$ cat src/rtl/axi_ad7124_pkg.sv
// Shared types and constants for the AD7124 AXI-Lite to up_* register bridge.
package axi_ad7124_pkg;

   // Bridge sequencer states: one transaction outstanding at a time
   typedef enum logic [2:0] {
      ST_IDLE,
      ST_WR_WAIT,
      ST_WR_RESP,
      ST_RD_WAIT,
      ST_RD_RESP
   } state_t;

   localparam logic [1:0]  RESP_OKAY     = 2'b00;
   localparam logic [1:0]  RESP_SLVERR   = 2'b10;

   // Read data returned when a responder never acknowledges
   localparam logic [31:0] TIMEOUT_RDATA = 32'hDEAD_DEAD;

endpackage

$ cat src/rtl/axi_ad7124_up_bridge.sv
// AXI4-Lite slave that turns register accesses into single-word up_* bus
// transactions. Reads and writes are serialised; each wait for an ack is
// bounded so a silent responder returns SLVERR instead of hanging the bus.
module axi_ad7124_up_bridge
   import axi_ad7124_pkg::*;
#(
   parameter int TIMEOUT_CYCLES = 255
) (
   input  logic        up_clk,
   input  logic        up_rstn,
   input  logic        s_axi_awvalid,
   output logic        s_axi_awready,
   input  logic [15:0] s_axi_awaddr,
   input  logic        s_axi_wvalid,
   output logic        s_axi_wready,
   input  logic [31:0] s_axi_wdata,
   input  logic [3:0]  s_axi_wstrb,
   output logic        s_axi_bvalid,
   input  logic        s_axi_bready,
   output logic [1:0]  s_axi_bresp,
   input  logic        s_axi_arvalid,
   output logic        s_axi_arready,
   input  logic [15:0] s_axi_araddr,
   output logic        s_axi_rvalid,
   input  logic        s_axi_rready,
   output logic [31:0] s_axi_rdata,
   output logic [1:0]  s_axi_rresp,
   output logic        up_wreq,
   output logic [13:0] up_waddr,
   output logic [31:0] up_wdata,
   input  logic        up_wack,
   output logic        up_rreq,
   output logic [13:0] up_raddr,
   input  logic [31:0] up_rdata,
   input  logic        up_rack
);

   localparam int               CNT_W   = $clog2(TIMEOUT_CYCLES + 1);
   localparam logic [CNT_W-1:0] CNT_MAX = CNT_W'(TIMEOUT_CYCLES);
   localparam logic [CNT_W-1:0] CNT_ONE = CNT_W'(1);

   state_t            r_state;
   state_t            w_state_next;
   logic              r_aw_full, r_w_full, r_ar_full;
   logic [13:0]       r_aw_addr, r_ar_addr;
   logic [31:0]       r_w_data;
   logic              r_last_wr;
   logic [CNT_W-1:0]  r_cnt;
   logic              r_wreq, r_rreq;
   logic [13:0]       r_waddr, r_raddr;
   logic [31:0]       r_wdata, r_rdata;
   logic [1:0]        r_bresp, r_rresp;

   logic w_aw_hs, w_w_hs, w_ar_hs, w_b_hs, w_r_hs;
   logic w_wr_elig, w_rd_elig, w_grant_wr, w_grant_rd, w_timeout;
   logic w_unused;

   // Write strobes and byte-offset address bits carry no meaning on the word bus
   assign w_unused = ^{s_axi_wstrb, s_axi_awaddr[1:0], s_axi_araddr[1:0]};

   // Readys are gated by the reset input so they read 0 for the whole reset window
   assign s_axi_awready = up_rstn & ~r_aw_full;
   assign s_axi_wready  = up_rstn & ~r_w_full;
   assign s_axi_arready = up_rstn & ~r_ar_full;

   assign w_aw_hs   = s_axi_awvalid & s_axi_awready;
   assign w_w_hs    = s_axi_wvalid  & s_axi_wready;
   assign w_ar_hs   = s_axi_arvalid & s_axi_arready;
   assign w_b_hs    = (r_state == ST_WR_RESP) & s_axi_bready;
   assign w_r_hs    = (r_state == ST_RD_RESP) & s_axi_rready;
   assign w_wr_elig = r_aw_full & r_w_full;
   assign w_rd_elig = r_ar_full;
   assign w_timeout = (r_cnt == CNT_MAX);

   assign s_axi_bvalid = (r_state == ST_WR_RESP);
   assign s_axi_rvalid = (r_state == ST_RD_RESP);
   assign s_axi_bresp  = r_bresp;
   assign s_axi_rresp  = r_rresp;
   assign s_axi_rdata  = r_rdata;
   assign up_wreq      = r_wreq;
   assign up_rreq      = r_rreq;
   assign up_waddr     = r_waddr;
   assign up_wdata     = r_wdata;
   assign up_raddr     = r_raddr;

   // One-entry holding registers, freed only by the matching B/R handshake
   always_ff @(posedge up_clk or negedge up_rstn) begin
      if (!up_rstn) begin
         r_aw_full <= 1'b0;
         r_w_full  <= 1'b0;
         r_ar_full <= 1'b0;
         r_aw_addr <= '0;
         r_ar_addr <= '0;
         r_w_data  <= '0;
      end else begin
         if (w_aw_hs) begin
            r_aw_full <= 1'b1;
            r_aw_addr <= s_axi_awaddr[15:2];
         end else if (w_b_hs) begin
            r_aw_full <= 1'b0;
         end
         if (w_w_hs) begin
            r_w_full <= 1'b1;
            r_w_data <= s_axi_wdata;
         end else if (w_b_hs) begin
            r_w_full <= 1'b0;
         end
         if (w_ar_hs) begin
            r_ar_full <= 1'b1;
            r_ar_addr <= s_axi_araddr[15:2];
         end else if (w_r_hs) begin
            r_ar_full <= 1'b0;
         end
      end
   end

   // State register and last-served flag (READ after reset so a write wins first)
   always_ff @(posedge up_clk or negedge up_rstn) begin
      if (!up_rstn) begin
         r_state   <= ST_IDLE;
         r_last_wr <= 1'b0;
      end else begin
         r_state <= w_state_next;
         if (w_b_hs) begin
            r_last_wr <= 1'b1;
         end else if (w_r_hs) begin
            r_last_wr <= 1'b0;
         end
      end
   end

   // Next state and grant; on a tie the type not served last goes first
   always_comb begin
      w_state_next = r_state;
      w_grant_wr   = 1'b0;
      w_grant_rd   = 1'b0;
      case (r_state)
         ST_IDLE: begin
            if (w_wr_elig && (!w_rd_elig || !r_last_wr)) begin
               w_state_next = ST_WR_WAIT;
               w_grant_wr   = 1'b1;
            end else if (w_rd_elig) begin
               w_state_next = ST_RD_WAIT;
               w_grant_rd   = 1'b1;
            end
         end
         ST_WR_WAIT: if (up_wack || w_timeout) w_state_next = ST_WR_RESP;
         ST_WR_RESP: if (s_axi_bready)         w_state_next = ST_IDLE;
         ST_RD_WAIT: if (up_rack || w_timeout) w_state_next = ST_RD_RESP;
         ST_RD_RESP: if (s_axi_rready)         w_state_next = ST_IDLE;
         default:                              w_state_next = ST_IDLE;
      endcase
   end

   // Timeout counter: cleared on grant, counts WAIT cycles, saturates at the limit
   always_ff @(posedge up_clk or negedge up_rstn) begin
      if (!up_rstn) begin
         r_cnt <= '0;
      end else if (w_grant_wr || w_grant_rd) begin
         r_cnt <= '0;
      end else if ((r_state == ST_WR_WAIT || r_state == ST_RD_WAIT) && !w_timeout) begin
         r_cnt <= r_cnt + CNT_ONE;
      end
   end

   // Registered up_* request pulse plus address/data held until the next grant
   always_ff @(posedge up_clk or negedge up_rstn) begin
      if (!up_rstn) begin
         r_wreq  <= 1'b0;
         r_rreq  <= 1'b0;
         r_waddr <= '0;
         r_wdata <= '0;
         r_raddr <= '0;
      end else begin
         r_wreq <= w_grant_wr;
         r_rreq <= w_grant_rd;
         if (w_grant_wr) begin
            r_waddr <= r_aw_addr;
            r_wdata <= r_w_data;
         end
         if (w_grant_rd) begin
            r_raddr <= r_ar_addr;
         end
      end
   end

   // Response capture; an ack takes priority over a timeout in the same cycle
   always_ff @(posedge up_clk or negedge up_rstn) begin
      if (!up_rstn) begin
         r_bresp <= RESP_OKAY;
         r_rresp <= RESP_OKAY;
         r_rdata <= '0;
      end else begin
         case (r_state)
            ST_WR_WAIT: begin
               if (up_wack) begin
                  r_bresp <= RESP_OKAY;
               end else if (w_timeout) begin
                  r_bresp <= RESP_SLVERR;
               end
            end
            ST_RD_WAIT: begin
               if (up_rack) begin
                  r_rdata <= up_rdata;
                  r_rresp <= RESP_OKAY;
               end else if (w_timeout) begin
                  r_rdata <= TIMEOUT_RDATA;
                  r_rresp <= RESP_SLVERR;
               end
            end
            default: ;
         endcase
      end
   end

endmodule

$ cat config.mk
export PLATFORM = sky130hd
export DESIGN_NAME = axi_ad7124_up_bridge
export DESIGN_NICKNAME = d
export VERILOG_FILES = /design/src/rtl/axi_ad7124_pkg.sv /design/src/rtl/axi_ad7124_up_bridge.sv
export SDC_FILE = /design/constraint.sdc
export NUM_CORES = 1
export LEC_CHECK = 0
export BUFFER_PORTS_ARGS = -buffer_cell sky130_fd_sc_hd__buf_4
export CORE_ASPECT_RATIO = 1.2
export CORE_MARGIN = 5
export CORE_UTILIZATION = 46
export CTS_BUF_LIST = sky130_fd_sc_hd__clkbuf_16
export DETAILED_ROUTE_END_ITERATION = 10
export PLACE_DENSITY = 0.76
export SETUP_SLACK_MARGIN = 0.05
export SLEW_MARGIN = 20
export SYNTH_ARGS = -nofsm -noshare
export SYNTH_HDL_FRONTEND = slang
export SYNTH_SLANG_ARGS = --single-unit
$ cat constraint.sdc
create_clock -name up_clk -period 1.6 [get_ports up_clk]
set_clock_uncertainty 0.05 [all_clocks]
set_input_delay 0.48 -clock up_clk [delete_from_list [all_inputs] [get_ports up_clk]]
set_output_delay 0.48 -clock up_clk [all_outputs]
set_load 0.1 [all_outputs]
==> impl_summary.log <==
[metrics] run status: finished with violations
[metrics] violated checks: negative setup slack
[metrics] Overflow after GRT: 0
[metrics] fillcell total: 677
[metrics] Synth area leader: sky130_fd_sc_hd__dfrtp_1
[metrics] first-pass GRT wire length: 32300 um
[metrics] highest attainable clock frequency: 0.511 GHz
[metrics] Post-Route WL: 23600 um
[metrics] category of the worst setup path capture point: output pin
[metrics] top flip-flop cell by instance count after synthesis: sky130_fd_sc_hd__dfrtp_1
[metrics] clock slew seen by the registers of the worst setup and hold paths: 70 ps
[metrics] number of routed nets with antenna violations: 0
[metrics] startpoint type of the worst setup path: register
[metrics] placed instance count: 815
[metrics] I/O Pins: 212
[metrics] remaining design rule violation count: 0
[metrics] setup repair after global routing missed its margin: yes
[metrics] Gate Count Post-Synth: 431
[metrics] # Max-Cap Violations: 0
[metrics] Worst EP required: 1070 ps
[metrics] router iterations before antenna repair: 5
[metrics] number of global-route vias before repair: 5690
[metrics] # H-tree levels: 4
[metrics] top cells by area in the synthesized netlist: sky130_fd_sc_hd__dfrtp_1, sky130_fd_sc_hd__mux2_2, sky130_fd_sc_hd__mux2_4, sky130_fd_sc_hd__o22a_1, sky130_fd_sc_hd__a22o_1
[metrics] standard-cell rows: 48
[metrics] die span in y: 142 um
[metrics] sequential fraction of the synthesis area: 64.0%
[metrics] total die area: 17100 um^2
[metrics] sum of met3 wire segment lengths after detailed routing: 1130 um
[metrics] M1 WL: 8100 um
[metrics] Post-Syn Area per Cell: 15.5 um^2
[metrics] Routed wire per std cell: 24.7 um
[metrics] final RePlAce weighted congestion: 0.805
[metrics] Final #Nets: 876
[metrics] synthesized flop and latch total: 171
[metrics] reg-to-reg critical path startpoint: r_state[1]
[metrics] most used standard cells in the synthesized netlist: sky130_fd_sc_hd__dfrtp_1, sky130_fd_sc_hd__mux2_2, sky130_fd_sc_hd__mux2_4
[metrics] worst min-delay path category: in2async
[metrics] TritonCTS buffer count: 17
[metrics] Period minus WS final: 1960 ps
[metrics] CP Class: reg2out
[metrics] Post-synth EDFFs: 0
[metrics] Final Max Tran Viols: 0
[metrics] clock latency reported for the late side of the worst-skew pair: 420 ps
[metrics] reg-to-reg endpoint: up_wdata[31]
[metrics] global-route usage over all layers: 25.2%
[metrics] TritonCTS clock tree: yes
[metrics] via count of the routed design: 5280
[metrics] number of endpoints with negative hold slack in the final report: 0
[metrics] summed instance area of the synthesized netlist: 6690 um^2
[metrics] final antenna diode count: 0
[metrics] highest routed metal layer: met4
[metrics] setup slack on the worst flop-to-flop path: -170 ps
[metrics] number of distinct library cell variants in the gate-level netlist after synthesis: 44
[metrics] master cell of the clock root buffer: sky130_fd_sc_hd__clkbuf_16
[metrics] number of buffers between clock root and the deepest sink: 2
[metrics] Max FO, Critical Path: 6
[metrics] detailed-route vias per instance: 5.53
[metrics] area occupied by multi-input gates: 2600 um^2
[metrics] Layout Cell Area excl Fill: 11700 um^2
[metrics] total number of yosys warnings: 0
[metrics] die width: 120 um
[metrics] Area growth syn-to-layout: 74.4%
[metrics] count of non-filler cells in the finished layout: 954
[metrics] HPWL after detailed placement: 11400 um
[metrics] fraction of layout instances using a drive strength above 1: 67.5%
[metrics] crit path setup slack, layout: -355 ps
[metrics] number of sinks on the clock net: 171
[metrics] sequential standard cell area: 4280 um^2
[metrics] Worst Reg-to-Reg Cells: 5
[metrics] met2 wirelength from detailed routing: 13100 um
[metrics] final critical-path share of the clock period: 122%
[metrics] DR iter-0 viols: 321
[metrics] most repeated cell in the gate-level netlist after synthesis: sky130_fd_sc_hd__dfrtp_1
[metrics] largest net degree at the start of global routing: 123
[metrics] placed cell area: 8610 um^2
[metrics] Worst Path Arrival: 1430 ps
[metrics] area share of the leading cell type in the synthesized netlist: 64.0%
[metrics] core area: 14400 um^2
[metrics] initial core utilization: 46.6%
[metrics] async set or reset register ratio after synthesis: 100%
[metrics] # setup viols final: 109
[metrics] number of antenna violations at the first check in global routing: 0
[metrics] # port buffers: 201
-- how the worst max path moves through the flow --
stage / cells after the start / startpoint / end / slack [ps]
CTS: 2 / r_state[0] / s_axi_bvalid / -310
global route: 2 / r_state[1] / s_axi_bvalid / -390
global placement: 5 / r_cnt[0] / s_axi_rdata[4] / -60
detailed placement: 5 / r_cnt[0] / s_axi_rdata[20] / -140
floorplan: 2 / r_state[0] / s_axi_rvalid / -310
finish: 2 / r_state[1] / s_axi_bvalid / -360
-- critical path, stage by stage, from the launching register on --
cell                      delay (ps)
sky130_fd_sc_hd__dfrtp_2         470
sky130_fd_sc_hd__nor3b_4         310
sky130_fd_sc_hd__buf_12          210
-- placed cells by master, fill, tap and decap left out, types with 5 or more instances in the layout --
master	instances
sky130_fd_sc_hd__nand2_4	5
sky130_fd_sc_hd__mux2_2	91
sky130_fd_sc_hd__inv_1	9
sky130_fd_sc_hd__nor2b_4	5
sky130_fd_sc_hd__mux2_4	30
sky130_fd_sc_hd__a22o_1	10
sky130_fd_sc_hd__nand2_1	13
sky130_fd_sc_hd__o22a_1	22
sky130_fd_sc_hd__clkbuf_16	19
sky130_fd_sc_hd__dfrtp_1	167
sky130_fd_sc_hd__buf_12	109
sky130_fd_sc_hd__buf_6	16
sky130_fd_sc_hd__nor2_1	6
sky130_fd_sc_hd__buf_4	198
-- logic make-up (layout without fill, tap and decap cells) --
logic type      Yosys count  after routing  share of synthesized area (%)
flops                   171            171                           64.0
mux                     121            121                           22.0
compound gates           58             63                           6.98
simple gates             49             49                           3.85
buf+inv                  27            369                           2.58
xor+xnor                  3              3                          0.393
fa+ha+maj                 1              1                          0.187
other cells               1              2                         0.0561
-- sequential cells by signal (all words and copies together), names as in the netlist, 3 cells and up --
signal and flops:
r_ar_addr 14, r_cnt 8, up_waddr 14, r_aw_addr 14, s_axi_rdata 32, r_state 3, up_raddr 14, up_wdata 32
r_w_data 32
-- cell type report --
class / count / area share (%)
Sequential cell: 171 / 36.7
Timing Repair Buffer: 330 / 34.3
Multi-Input combinational cell: 239 / 22.3
Clock buffer: 17 / 3.65
Tap cell: 175 / 1.88
Clock inverter: 15 / 0.933
Inverter: 7 / 0.225
-- through the flow --
step	setup TNS, ps	hold slack [ps]	setup slack (ps)	utilization [%]
after floorplan	-10790	134	-306	-
after global placement	-887	392	-58.2	60.0
after detailed placement	-3530	400	-136	60.0
after CTS	-17590	9.27	-311	78.2
after global routing	-16040	19.5	-385	81.3
final	-12540	12.9	-355	81.3
-- layer usage --
metal  track usage, %  vias to the layer above
met5                0                        -
met4             11.4                        0
met1             27.5                     2733
met3             5.96                       72
met2             46.4                      244
li1                 -                     2231
-- repair_timing --
action | in CTS | in global routing
pin swaps | 35 | 30
gates resized for setup | 333 | 55
endpoints found under the setup margin | 202 | 329
hold endpoints to repair | 6 | 0
buffers inserted | 59 | 42
hold buffers | 1 | 0
cloned | 11 | 3
Power is not shown: default switching activity piles up to over one toggle a cycle in this logic, so the estimate is an artifact.
